$ cat src/rtl/alu_issue_stage.sv
// alu_issue_stage: FIFO-buffered operand issue and registered result capture around a 4-bit ALU.
// Optional delivered-result counter (ops_done) is built when ALU_ISSUE_CNT_EN is defined.
module alu_issue_stage #(
  parameter int unsigned DEPTH = 4
) (
  input  logic       clk,
  input  logic       rst,
  input  logic       in_valid,
  output logic       in_ready,
  input  logic [3:0] in_a,
  input  logic [3:0] in_b,
  input  logic [2:0] in_sel,
  output logic [3:0] alu_a,
  output logic [3:0] alu_b,
  output logic [2:0] alu_sel,
  input  logic [3:0] alu_result,
  input  logic       alu_zero,
  output logic       out_valid,
  input  logic       out_ready,
  output logic [3:0] out_result,
  output logic       out_zero
`ifdef ALU_ISSUE_CNT_EN
  ,
  output logic [7:0] ops_done
`endif
);

  localparam int unsigned AW = $clog2(DEPTH);
  localparam logic [AW:0] FULL_CNT = (AW+1)'(DEPTH);

  localparam logic [1:0] S_IDLE  = 2'd0;
  localparam logic [1:0] S_RUN   = 2'd1;
  localparam logic [1:0] S_STALL = 2'd2;

  // Entry layout: {a[3:0], b[3:0], sel[2:0]}
  logic [10:0]   r_mem [DEPTH];
  logic [AW-1:0] r_wr_ptr;
  logic [AW-1:0] r_rd_ptr;
  logic [AW:0]   r_count;
  logic [AW:0]   w_count_d;
  logic          r_out_valid;
  logic [3:0]    r_out_result;
  logic          r_out_zero;
  logic [1:0]    r_state;
  logic [1:0]    w_state_d;

  logic          w_full;
  logic          w_empty;
  logic          w_push;
  logic          w_issue;
  logic          w_out_valid_d;
  logic          w_idle_d;
  logic [10:0]   w_head;

  assign w_full   = (r_count == FULL_CNT);
  assign w_empty  = (r_count == '0);
  assign in_ready = !w_full;
  assign w_push   = in_valid && !w_full;
  assign w_issue  = !w_empty && (!r_out_valid || out_ready);

  assign w_head  = r_mem[r_rd_ptr];
  assign alu_a   = w_empty ? 4'd0 : w_head[10:7];
  assign alu_b   = w_empty ? 4'd0 : w_head[6:3];
  assign alu_sel = w_empty ? 3'd0 : w_head[2:0];

  assign out_valid  = r_out_valid;
  assign out_result = r_out_result;
  assign out_zero   = r_out_zero;

  // Storage array carries no reset; validity is tracked by r_count alone.
  always_ff @(posedge clk) begin
    if (w_push) begin
      r_mem[r_wr_ptr] <= {in_a, in_b, in_sel};
    end
  end

  always_comb begin
    w_count_d = r_count;
    case ({w_push, w_issue})
      2'b10:   w_count_d = r_count + (AW+1)'(1);
      2'b01:   w_count_d = r_count - (AW+1)'(1);
      default: w_count_d = r_count;
    endcase
  end

  always_ff @(posedge clk or posedge rst) begin
    if (rst) begin
      r_wr_ptr <= '0;
      r_rd_ptr <= '0;
      r_count  <= '0;
    end else begin
      if (w_push) begin
        r_wr_ptr <= r_wr_ptr + AW'(1);
      end
      if (w_issue) begin
        r_rd_ptr <= r_rd_ptr + AW'(1);
      end
      r_count <= w_count_d;
    end
  end

  always_ff @(posedge clk or posedge rst) begin
    if (rst) begin
      r_out_valid  <= 1'b0;
      r_out_result <= 4'd0;
      r_out_zero   <= 1'b0;
    end else if (w_issue) begin
      r_out_valid  <= 1'b1;
      r_out_result <= alu_result;
      r_out_zero   <= alu_zero;
    end else if (out_ready) begin
      r_out_valid  <= 1'b0;
    end
  end

  assign w_out_valid_d = w_issue || (r_out_valid && !out_ready);
  assign w_idle_d      = (w_count_d == '0) && !w_out_valid_d;

  always_comb begin
    w_state_d = r_state;
    case (r_state)
      S_IDLE: begin
        if (!w_idle_d) w_state_d = S_RUN;
      end
      S_RUN: begin
        if (w_idle_d) begin
          w_state_d = S_IDLE;
        end else if (w_out_valid_d && (w_count_d != '0) && !out_ready) begin
          w_state_d = S_STALL;
        end
      end
      S_STALL: begin
        if (w_idle_d) begin
          w_state_d = S_IDLE;
        end else if (out_ready) begin
          w_state_d = S_RUN;
        end
      end
      default: w_state_d = S_IDLE;
    endcase
  end

  always_ff @(posedge clk or posedge rst) begin
    if (rst) begin
      r_state <= S_IDLE;
    end else begin
      r_state <= w_state_d;
    end
  end

`ifdef ALU_ISSUE_CNT_EN
  logic [7:0] r_ops_done;

  always_ff @(posedge clk or posedge rst) begin
    if (rst) begin
      r_ops_done <= 8'd0;
    end else if (r_out_valid && out_ready) begin
      r_ops_done <= r_ops_done + 8'd1;
    end
  end

  assign ops_done = r_ops_done;
`endif

endmodule

$ cat config.mk
export PLATFORM = sky130hd
export DESIGN_NAME = alu_issue_stage
export DESIGN_NICKNAME = d
export VERILOG_FILES = /design/src/rtl/alu_issue_stage.sv
export SDC_FILE = /design/constraint.sdc
export NUM_CORES = 1
export LEC_CHECK = 0
export BUFFER_PORTS_ARGS = -buffer_cell sky130_fd_sc_hd__buf_2
export CAP_MARGIN = 20
export CORE_MARGIN = 8
export CORE_UTILIZATION = 55
export DETAILED_ROUTE_END_ITERATION = 10
export PLACE_DENSITY = 0.86
export SLEW_MARGIN = 20
export SYNTH_ARGS = -nofsm -noshare
export SYNTH_HDL_FRONTEND = slang
export SYNTH_SLANG_ARGS = --single-unit
$ cat constraint.sdc
create_clock -name clk -period 2.4 [get_ports clk]
set_input_delay 0.24 -clock clk [delete_from_list [all_inputs] [get_ports clk]]
set_output_delay 0.24 -clock clk [all_outputs]
set_load 0.01 [all_outputs]
==> Yosys cells after proc, flatten, opt, wreduce, memory -nomap -nowiden <==
Memory sizes are Yosys's and may differ from the RTL's.
Index checks and enable logic that the tools add are counted.
{ "op_classes": {"n_addsub": 4, "eq_ne": 3, "n_mux": 8, "n_reduce_logical": 9} }
{ "op_table": {"columns": ["operator", "count"], "rows": [
  ["4-bit two-way mux", 2],
  ["3-bit one-hot mux with 2 select lines", 1],
  ["2-bit by 1-bit adder with 2-bit output (second input constant)", 2],
  ["1-bit two-way mux", 4],
  ["2-bit nonzero test", 2],
  ["3-bit by 1-bit adder with 3-bit output (second input constant)", 1],
  ["3-bit equality test (second input constant)", 1],
  ["1-bit logical NOT", 3],
  ["3-bit logical NOT", 1],
  ["3-bit two-way mux", 1],
  ["3-bit by 1-bit subtractor with 3-bit output (second input constant)", 1],
  ["2-bit by 1-bit equality test with 1-bit output (second input constant)", 1],
  ["2-bit equality test (second input constant)", 1],
  ["1-bit logical AND", 2],
  ["1-bit logical OR", 1]
]} }
{ "totals": {"ff_bits": 13, "ramBits": 44, "input_bits": 20, "out_inout_bits": 18, "elab_cells": 31, "memories": 1} }
{ "mem_list": {"columns": ["memory", "depth", "width", "read_ports", "rd_ports_with_merged_regs", "wr", "line", "rtl"], "rows": [
  ["r_mem", 4, 11, 1, 0, 1, "36", "logic [10:0] r_mem [DEPTH];"]
]} }

==> Longest topological paths before layout <==
Gate-level depths: netlist (run 1).
{ "depth": {"depth_word": 5, "depth_mapped": 9} }

==> Least setup slack after synthesis (run 1) <==
Ideal clock, no wire load.
{ "synth_timing": {"path_type": "flip-flop to flip-flop", "from": "register r_count[0]", "to": "register r_count[2]", "arrival_ns": 2.027, "slack_ns": 0.294, "stages_incl_launch_ff": 10, "path_buffers": 0, "synth_period_minus_slack_ns": 2.106, "cell_sequence": "dfrtp_1 > or3b_4 > and2_4 > inv_1 > ha_1 > inv_1 > fa_1 > xor2_1 > nor2_1 > xor2_1"} }
{ "synth_between": {"elab_chain_len": 5, "elab_cells_between_ends": 12, "classes_between": "add/sub (2); eq/ne (3); mux (1); reduce/logical (6)"} }
{ "synth_lines": {"columns": ["element", "line", "rtl"], "rows": [
  ["from (decl)", "39", "logic [AW:0] r_count;"],
  ["from (signal assigned)", "98", "r_count <= w_count_d;"],
  ["3-bit equality test (*)", "55", "assign w_full = (r_count == FULL_CNT);"],
  ["1-bit logical NOT (*)", null, null],
  ["named net in_ready", "9", "output logic in_ready,"],
  ["1-bit logical AND (*)", "58", "assign w_push = in_valid && !w_full;"],
  ["2-bit by 1-bit equality test with 1-bit output / 2-bit equality test (equally long branches)", "79", "case ({w_push, w_issue})"],
  ["3-bit one-hot mux with 2 select lines / 2-bit nonzero test (equally long branches)", null, null]
]} }
The timed path passes the listed nets; every way through them passes the cells marked *.
A chain may end at the register's enable or synchronous reset.

==> Final worst setup path (run 1) <==
{ "layout_timing": {"from": "register r_count[0]", "to": "register r_count[2]"} }
{ "layout_between": {"elab_chain_len": 5, "elab_cells_between_ends": 12, "classes_between": "add/sub (2); eq/ne (3); mux (1); reduce/logical (6)"} }
{ "layout_lines": {"columns": ["element", "line"], "rows": [
  ["3-bit equality test / 3-bit logical NOT (equally long branches)", "55, 56"],
  ["1-bit logical NOT (on tied branches)", "58, 59"],
  ["1-bit logical AND (on tied branches)", "58, 59"],
  ["2-bit by 1-bit equality test with 1-bit output / 2-bit equality test (equally long branches)", "79"],
  ["3-bit one-hot mux with 2 select lines / 2-bit nonzero test (equally long branches)", null]
]} }
Several ways; a longest one is shown, not always the timed one.

==> metrics.md, run 1 <==
| Metric | Value |
|---|---|
| Initial Util | `57.5%` |
| Worst min path class | `input port to flop` |
| Status | `finished clean` |
| Remaining DRCs | `0` |
| Violation count after the first detailed-route iteration | `89` |
| Crit path DAT | `2450 ps` |
| Finish-stage setup viols | `0` |
| Setup TNS | `0 ps` |
| Crit Path Max Fanout | `6` |
| Clk slew on worst S/H paths | `60 ps` |
| # clock sinks | `57` |
| Nets | `195` |
| Netlist cell types | `23` |
| Max Fclk | `452 MHz` |
| Port bufs | `37` |
| Largest family of logic cells by synthesized area | `multiplexers` |
| Mapped Area | `0.00232 mm^2` |
| Final Hold Viols | `0` |
| H-tree levels | `3` |
| Post-route antenna net violation count | `0` |
| Largest net degree at the start of global routing | `14` |
| Vias in the first global route | `1,342` |
| Flop-to-flop setup slack | `190 ps` |
| Core ar. | `0.00403 mm^2` |
| Ant diodes | `0` |
| WL/cell | `18.9 um` |
| Die Span X | `80.9 um` |
| Pwr dens | `1270 mW/mm^2` |
| Final Cell Area | `0.00275 mm^2` |
| Final Max Tran Viols | `0` |
| Period utilization | `92.2%` |
| Post-Synthesis Net Count | `147` |
| Die H | `80.9 um` |
| Routed vias | `1,195` |
| DR vias/cell | `5.33` |
| P_leak | `0.00109 uW` |
| CTS tree | `built` |
| Startpoint types | `flop` |
| CP required | `2640 ps` |
| Avg Cell Area, Syn | `19.1 um^2` |
| DIE AREA | `0.00654 mm^2` |
| Post-synthesis compound-gate area fraction | `0%` |
| RSZ-0062 raised after global routing | `false` |
| Synth Area in Adders | `3.57%` |
| Worst Clk Skew | `5.17 ps` |
| Final Critical Period | `2210 ps` |
| Post-synthesis xor/xnor area fraction | `2.27%` |
| Hpwl dp | `3010 um` |
| Final wirelength | `4230 um` |
| Multiplexer share of the synthesized area | `14.2%` |
| First-pass GRT wire length | `6640 um` |
| Fraction of layout instances using a drive strength above 1 | `43.7%` |
| Critical path capture point type | `flop` |
| DRT Pass-1 Iters | `4` |
| Peak VDD IR | `723 uV` |
| Yosys warnings | `0` |
| Sequential area share after synthesis | `71.1%` |
| Area Overhead vs Synth | `18.9%` |
| Setup slack after layout | `188 ps` |
| Grt total ovfl | `0` |
| Ports | `38` |
| Layout fillers | `267` |
| DP Area | `0.00256 mm^2` |
| Clock latency on the worst-skew pair | `310 ps` |
| Clk buf depth | `2` |
| Total GRT Usage | `14.2%` |
| Pre-CTS WS | `191 ps` |
| Max_slew headroom | `63.2%` |
| Worst Tran Pin Value | `552 ps` |
| Initial antenna violation count | `0` |
| TritonCTS buffer count | `9` |
| Clock root buffer | `clkbuf_8` |
| Post-CTS Setup Repair Bufs | `0` |
| Synth Register Bits | `57` |
| Row Count | `23` |
| Max Cap Viol | `0` |
| Post-Synth Simple-Gate Area | `6.81%` |
| Crit Path Class | `flop to flop` |
| Cell count after synthesis | `121` |
| Placer congestion estimate | `0.678` |
==> path summary, 6_finish.rpt <==
| kind | startpoint | end | cells past startpoint |
|---|---|---|---|
| min reg2reg | out_result[1] | out_result[1] | 1 |
| max in group asynchronous | rst | out_valid | 3 |
| max reg2reg | r_count[0] | r_count[2] | 9 |
| max | r_count[0] | r_count[2] | 9 |
| min | in_a[1] | r_mem[0][8] | 1 |
| min in group asynchronous | rst | r_wr_ptr[0] | 3 |
==> cell usage after synthesis <==
| cell type | count | area (um^2) |
|---|---|---|
| inv_1 | 7 | 26.3 |
| nand2b_1 | 1 | 6.26 |
| or3b_4 | 1 | 11.3 |
| mux2_2 | 5 | 56.3 |
| nor3_2 | 1 | 10.0 |
| nor2b_1 | 12 | 75.1 |
| clkbuf_1 | 1 | 3.75 |
| mux4_2 | 11 | 248 |
| nor2_1 | 1 | 3.75 |
| xor2_1 | 4 | 35.0 |
| mux2_4 | 1 | 15.0 |
| edfxtp_1 | 44 | 1320 |
| xnor2_1 | 2 | 17.5 |
| and2_4 | 1 | 8.76 |
| buf_2 | 2 | 10.0 |
| dfrtp_1 | 13 | 325 |
| nand2_1 | 1 | 3.75 |
| ha_1 | 5 | 62.6 |
| and3b_1 | 1 | 8.76 |
| mux2i_1 | 1 | 10.0 |
| and3_2 | 4 | 30.0 |
| fa_1 | 1 | 20.0 |
| buf_4 | 1 | 7.51 |
==> kinds of logic after synthesis <==
kind of cell  count (synthesis)
fa+ha+maj                     6
simple gates                 23
xor+xnor                      6
flops                        57
buf+inv                      11
mux                          18
==> routing by layer <==
| metal | wire (um) | GRT usage, % |
|---|---|---|
| met1 | 1600 | 15.0 |
| met5 | 0 | 0 |
| met2 | 2300 | 24.3 |
| met3 | 218 | 3.64 |
| met4 | 109 | 9.82 |
==> critical path, stage by stage (launching register included) <==
cell	delay [ps]
dfrtp_1	420
or3b_4	440
and2_4	190
inv_1	50
ha_1	180
inv_1	60
fa_1	380
xor2_1	150
nor2_1	110
xor2_1	140
==> cells in the final DEF (no fill, tap or decap), types with 2 or more instances in the layout <==
master    count
nor2b_1      12
ha_1          5
buf_4         3
clkbuf_1      3
clkbuf_8      9
mux2_2        5
clkinv_2      2
edfxtp_1     44
mux4_2       11
dfrtp_1      13
xnor2_1       2
buf_2        37
inv_1         7
xor2_1        4
and3_2        4
==> power by group <==
group	internal (uW)	switching (uW)
clock network	473	335
logic	612	569
registers	1340	172
==> through the flow <==
step | utilization [%] | total power (uW) | hold WS [ps] | cells
after global placement | 63.7 | 2640 | 273 | 207
final | 68.4 | 3500 | 142 | 224
after floorplan | - | 2300 | 117 | 121
after global routing | 68.4 | 3710 | 130 | 224
after CTS | 68.4 | 3550 | 132 | 224
after detailed placement | 63.7 | 2740 | 289 | 207
==> cell type report <==
type                       instances  area (um^2)  area share, %
sequential                        57         1650           59.8
inverter                           7         26.3          0.954
clock buffer                      12          135           4.91
clock inverter                     4         43.8           1.59
multi-input combinational         53          622           22.6
tap                               50         62.6           2.27
timing repair buffer              41          218           7.91
==> registers in the layout, indices dropped and copies added (netlist names) <==
name,cells
r_mem,44
out_result,4
out_valid,1
r_rd_ptr,2
out_zero,1
r_count,3
r_wr_ptr,2
==> what timing repair did <==
action / in CTS / in global routing
hold buffers: 1 / 0
endpoints found under the hold margin: 13 / 0
resized for setup: 0 / 0
Note: power is estimated with default switching activity, not from simulation.
==> inputs of run 2 (changes only) <==
CELL_PAD_IN_SITES_DETAIL_PLACEMENT = 1   (was unset)
CELL_PAD_IN_SITES_GLOBAL_PLACEMENT = 1   (was unset)
CORE_UTILIZATION = 47   (was 55)
SETUP_SLACK_MARGIN = 0.15   (was unset)
==> run 2 against run 1 <==
  * Cell area rose by 1.4%
  * Die area rose by 14%
  * Global-route usage fell by 0.21 points
  * Wire length rose by 14%
  * Critical path depth did not move
  * Non-clock buffer count rose by 5
  * Clock power fell by 11%
  * Power rose by 0.24%
  * Combinational power rose by 12%
  * Highest routed layer unchanged
==> metrics.md, run 2 (synthesis gave the netlist of run 1 again) <==
| Metric | Value |
|---|---|
| Clock root buffer | `clkbuf_8` |
| Max Cap Viol | `0` |
| Worst Clk Skew | `4.82 ps` |
| DR vias/cell | `5.00` |
| Row Count | `25` |
| P_leak | `0.00110 uW` |
| Nets | `200` |
| CTS tree | `built` |
| Grt total ovfl | `0` |
| Fraction of layout instances using a drive strength above 1 | `46.4%` |
| Biggest register | `r_mem` |
| Crit Path Max Fanout | `3` |
| Routed vias | `1,231` |
| Status | `finished clean` |
| H-tree levels | `3` |
| Final Max Tran Viols | `0` |
| Final Non-Filler Cells | `246` |
| WHS Path Cells | `1` |
| First-pass GRT wire length | `7570 um` |
| Initial Util | `49.0%` |
| Vias in the first global route | `1,454` |
| Largest net degree at the start of global routing | `14` |
| # clock sinks | `57` |
| Min-delay src | `in_a[1]` |
| Max_slew headroom | `63.1%` |
| Most frequent cells in the layout | `edfxtp_1 (44), buf_2 (37), dfrtp_1 (13)` |
| Clock latency on the worst-skew pair | `320 ps` |
| Crit path DAT | `2390 ps` |
| TritonCTS buffer count | `9` |
| Final Hold Viols | `0` |
| Max Fclk | `466 MHz` |
| Leading cell type in the layout, fill and taps excluded | `edfxtp_1` |
| Die Span X | `86.2 um` |
| Worst hold endpoint | `r_mem[3][8]` |
| Reg2Reg Launch Point | `r_count[1]` |
| Startpoint types | `flop` |
| Final Critical Period | `2150 ps` |
| Period utilization | `89.4%` |
| Post-route antenna net violation count | `0` |
| Register area | `0.00165 mm^2` |
| Hpwl dp | `3450 um` |
| Pwr dens | `1260 mW/mm^2` |
| Finish-stage setup viols | `0` |
| Remaining DRCs | `0` |
| DIE AREA | `0.00743 mm^2` |
| DRT Pass-1 Iters | `4` |
| Multi-input logic area | `627 um^2` |
| Peak VDD IR | `576 uV` |
| Placer congestion estimate | `0.714` |
| Die H | `86.2 um` |
| Setup TNS | `0 ps` |
| CP required | `2640 ps` |
| Worst reg2reg path endpoint | `r_count[2]` |
| Worst min path class | `input port to flop` |
| Ant diodes | `0` |
| Placed insts | `225` |
| Critical path capture point type | `flop` |
| Flop-to-flop setup slack | `250 ps` |
| Violation count after the first detailed-route iteration | `28` |
| Core ar. | `0.00472 mm^2` |
| Worst Tran Pin Value | `554 ps` |
| Area Overhead vs Synth | `20.6%` |
| Final wirelength | `4840 um` |
| Clk buf depth | `2` |
| Layout fillers | `454` |
| Total GRT Usage | `14.0%` |
| Initial antenna violation count | `0` |
| WL/cell | `19.7 um` |
| Crit Path Class | `flop to flop` |
| RSZ-0062 raised after global routing | `false` |
| Largest register FFs | `44` |
| Ports | `38` |
| Port bufs | `37` |
| Reg2Reg Depth | `9` |
| Clk slew on worst S/H paths | `60 ps` |
==> run 2: changes by cell type in the layout (fill, tap and decap cells not counted) <==
cell	previous run	this run
ha_2	0	1
fa_1	1	0
clkbuf_1	3	2
ha_1	5	4
clkinv_2	2	3
bufinv_16	1	0
buf_4	3	8
fa_2	0	1
clkinv_1	1	2
==> run 2: critical path, cell delays in order (launching register included) <==
cell and delay (ps):
dfrtp_1 380, or3b_4 400, and2_4 180, inv_1 60
ha_2 180, inv_1 60, fa_2 330, xor2_1 150
nor2_1 180, xor2_1 160
==> run 2: per-layer routing <==
| metal | vias up | wire (um) | global-route usage, % |
|---|---|---|---|
| met1 | 641 | 1980 | 15.6 |
| met3 | 4 | 149 | 3.50 |
| met5 | - | 0 | 0 |
| met4 | 0 | 31 | 6.57 |
| li1 | 564 | - | - |
| met2 | 22 | 2670 | 24.5 |
==> run 2: repair_timing <==
action                     in CTS  in global routing
hold endpoints to repair       13                  0
hold buffers                    1                  0
buffers inserted                4                  0
setup endpoints to repair       1                  0
resized for setup               2                  0
==> run 2: layout make-up <==
type / count / area share (%)
clock buffer: 11 / 4.70
clock inverter: 5 / 0.806
inverter: 7 / 0.941
multi-input combinational: 53 / 22.4
sequential: 57 / 59.0
tap: 67 / 3.00
timing repair buffer: 46 / 9.14
==> run 2: worst max-delay path by stage <==
stage	start	endpoint	slack [ps]
4_1_cts	r_count[1]	r_count[2]	190
3_3_place_gp	r_count[0]	r_count[2]	270
2_1_floorplan	r_count[0]	r_count[2]	290
3_5_place_dp	r_count[0]	r_count[2]	60
6_report	r_count[1]	r_count[2]	250
5_1_grt	r_count[1]	r_count[2]	170
==> run 2: report_power, final <==
group / internal [uW] / switching [uW]
Combinational: 666 / 658
Clock: 362 / 354
Sequential: 1340 / 130
Total: 2360 / 1140
==> run 2: per-stage QoR <==
| step | utilization, % | setup slack (ps) | power [uW] | cell area (um^2) | hold slack [ps] |
|---|---|---|---|---|---|
| 6_report | 59.1 | 254 | 3510 | 2790 | 137 |
| 5_1_grt | 59.1 | 170 | 3710 | 2790 | 130 |
| 4_1_cts | 59.1 | 191 | 3550 | 2790 | 125 |
| 3_5_place_dp | 54.9 | 63.5 | 2780 | 2590 | 304 |
| 3_3_place_gp | 54.9 | 274 | 2660 | 2590 | 275 |
| 2_1_floorplan | - | 294 | 2300 | 2320 | 117 |
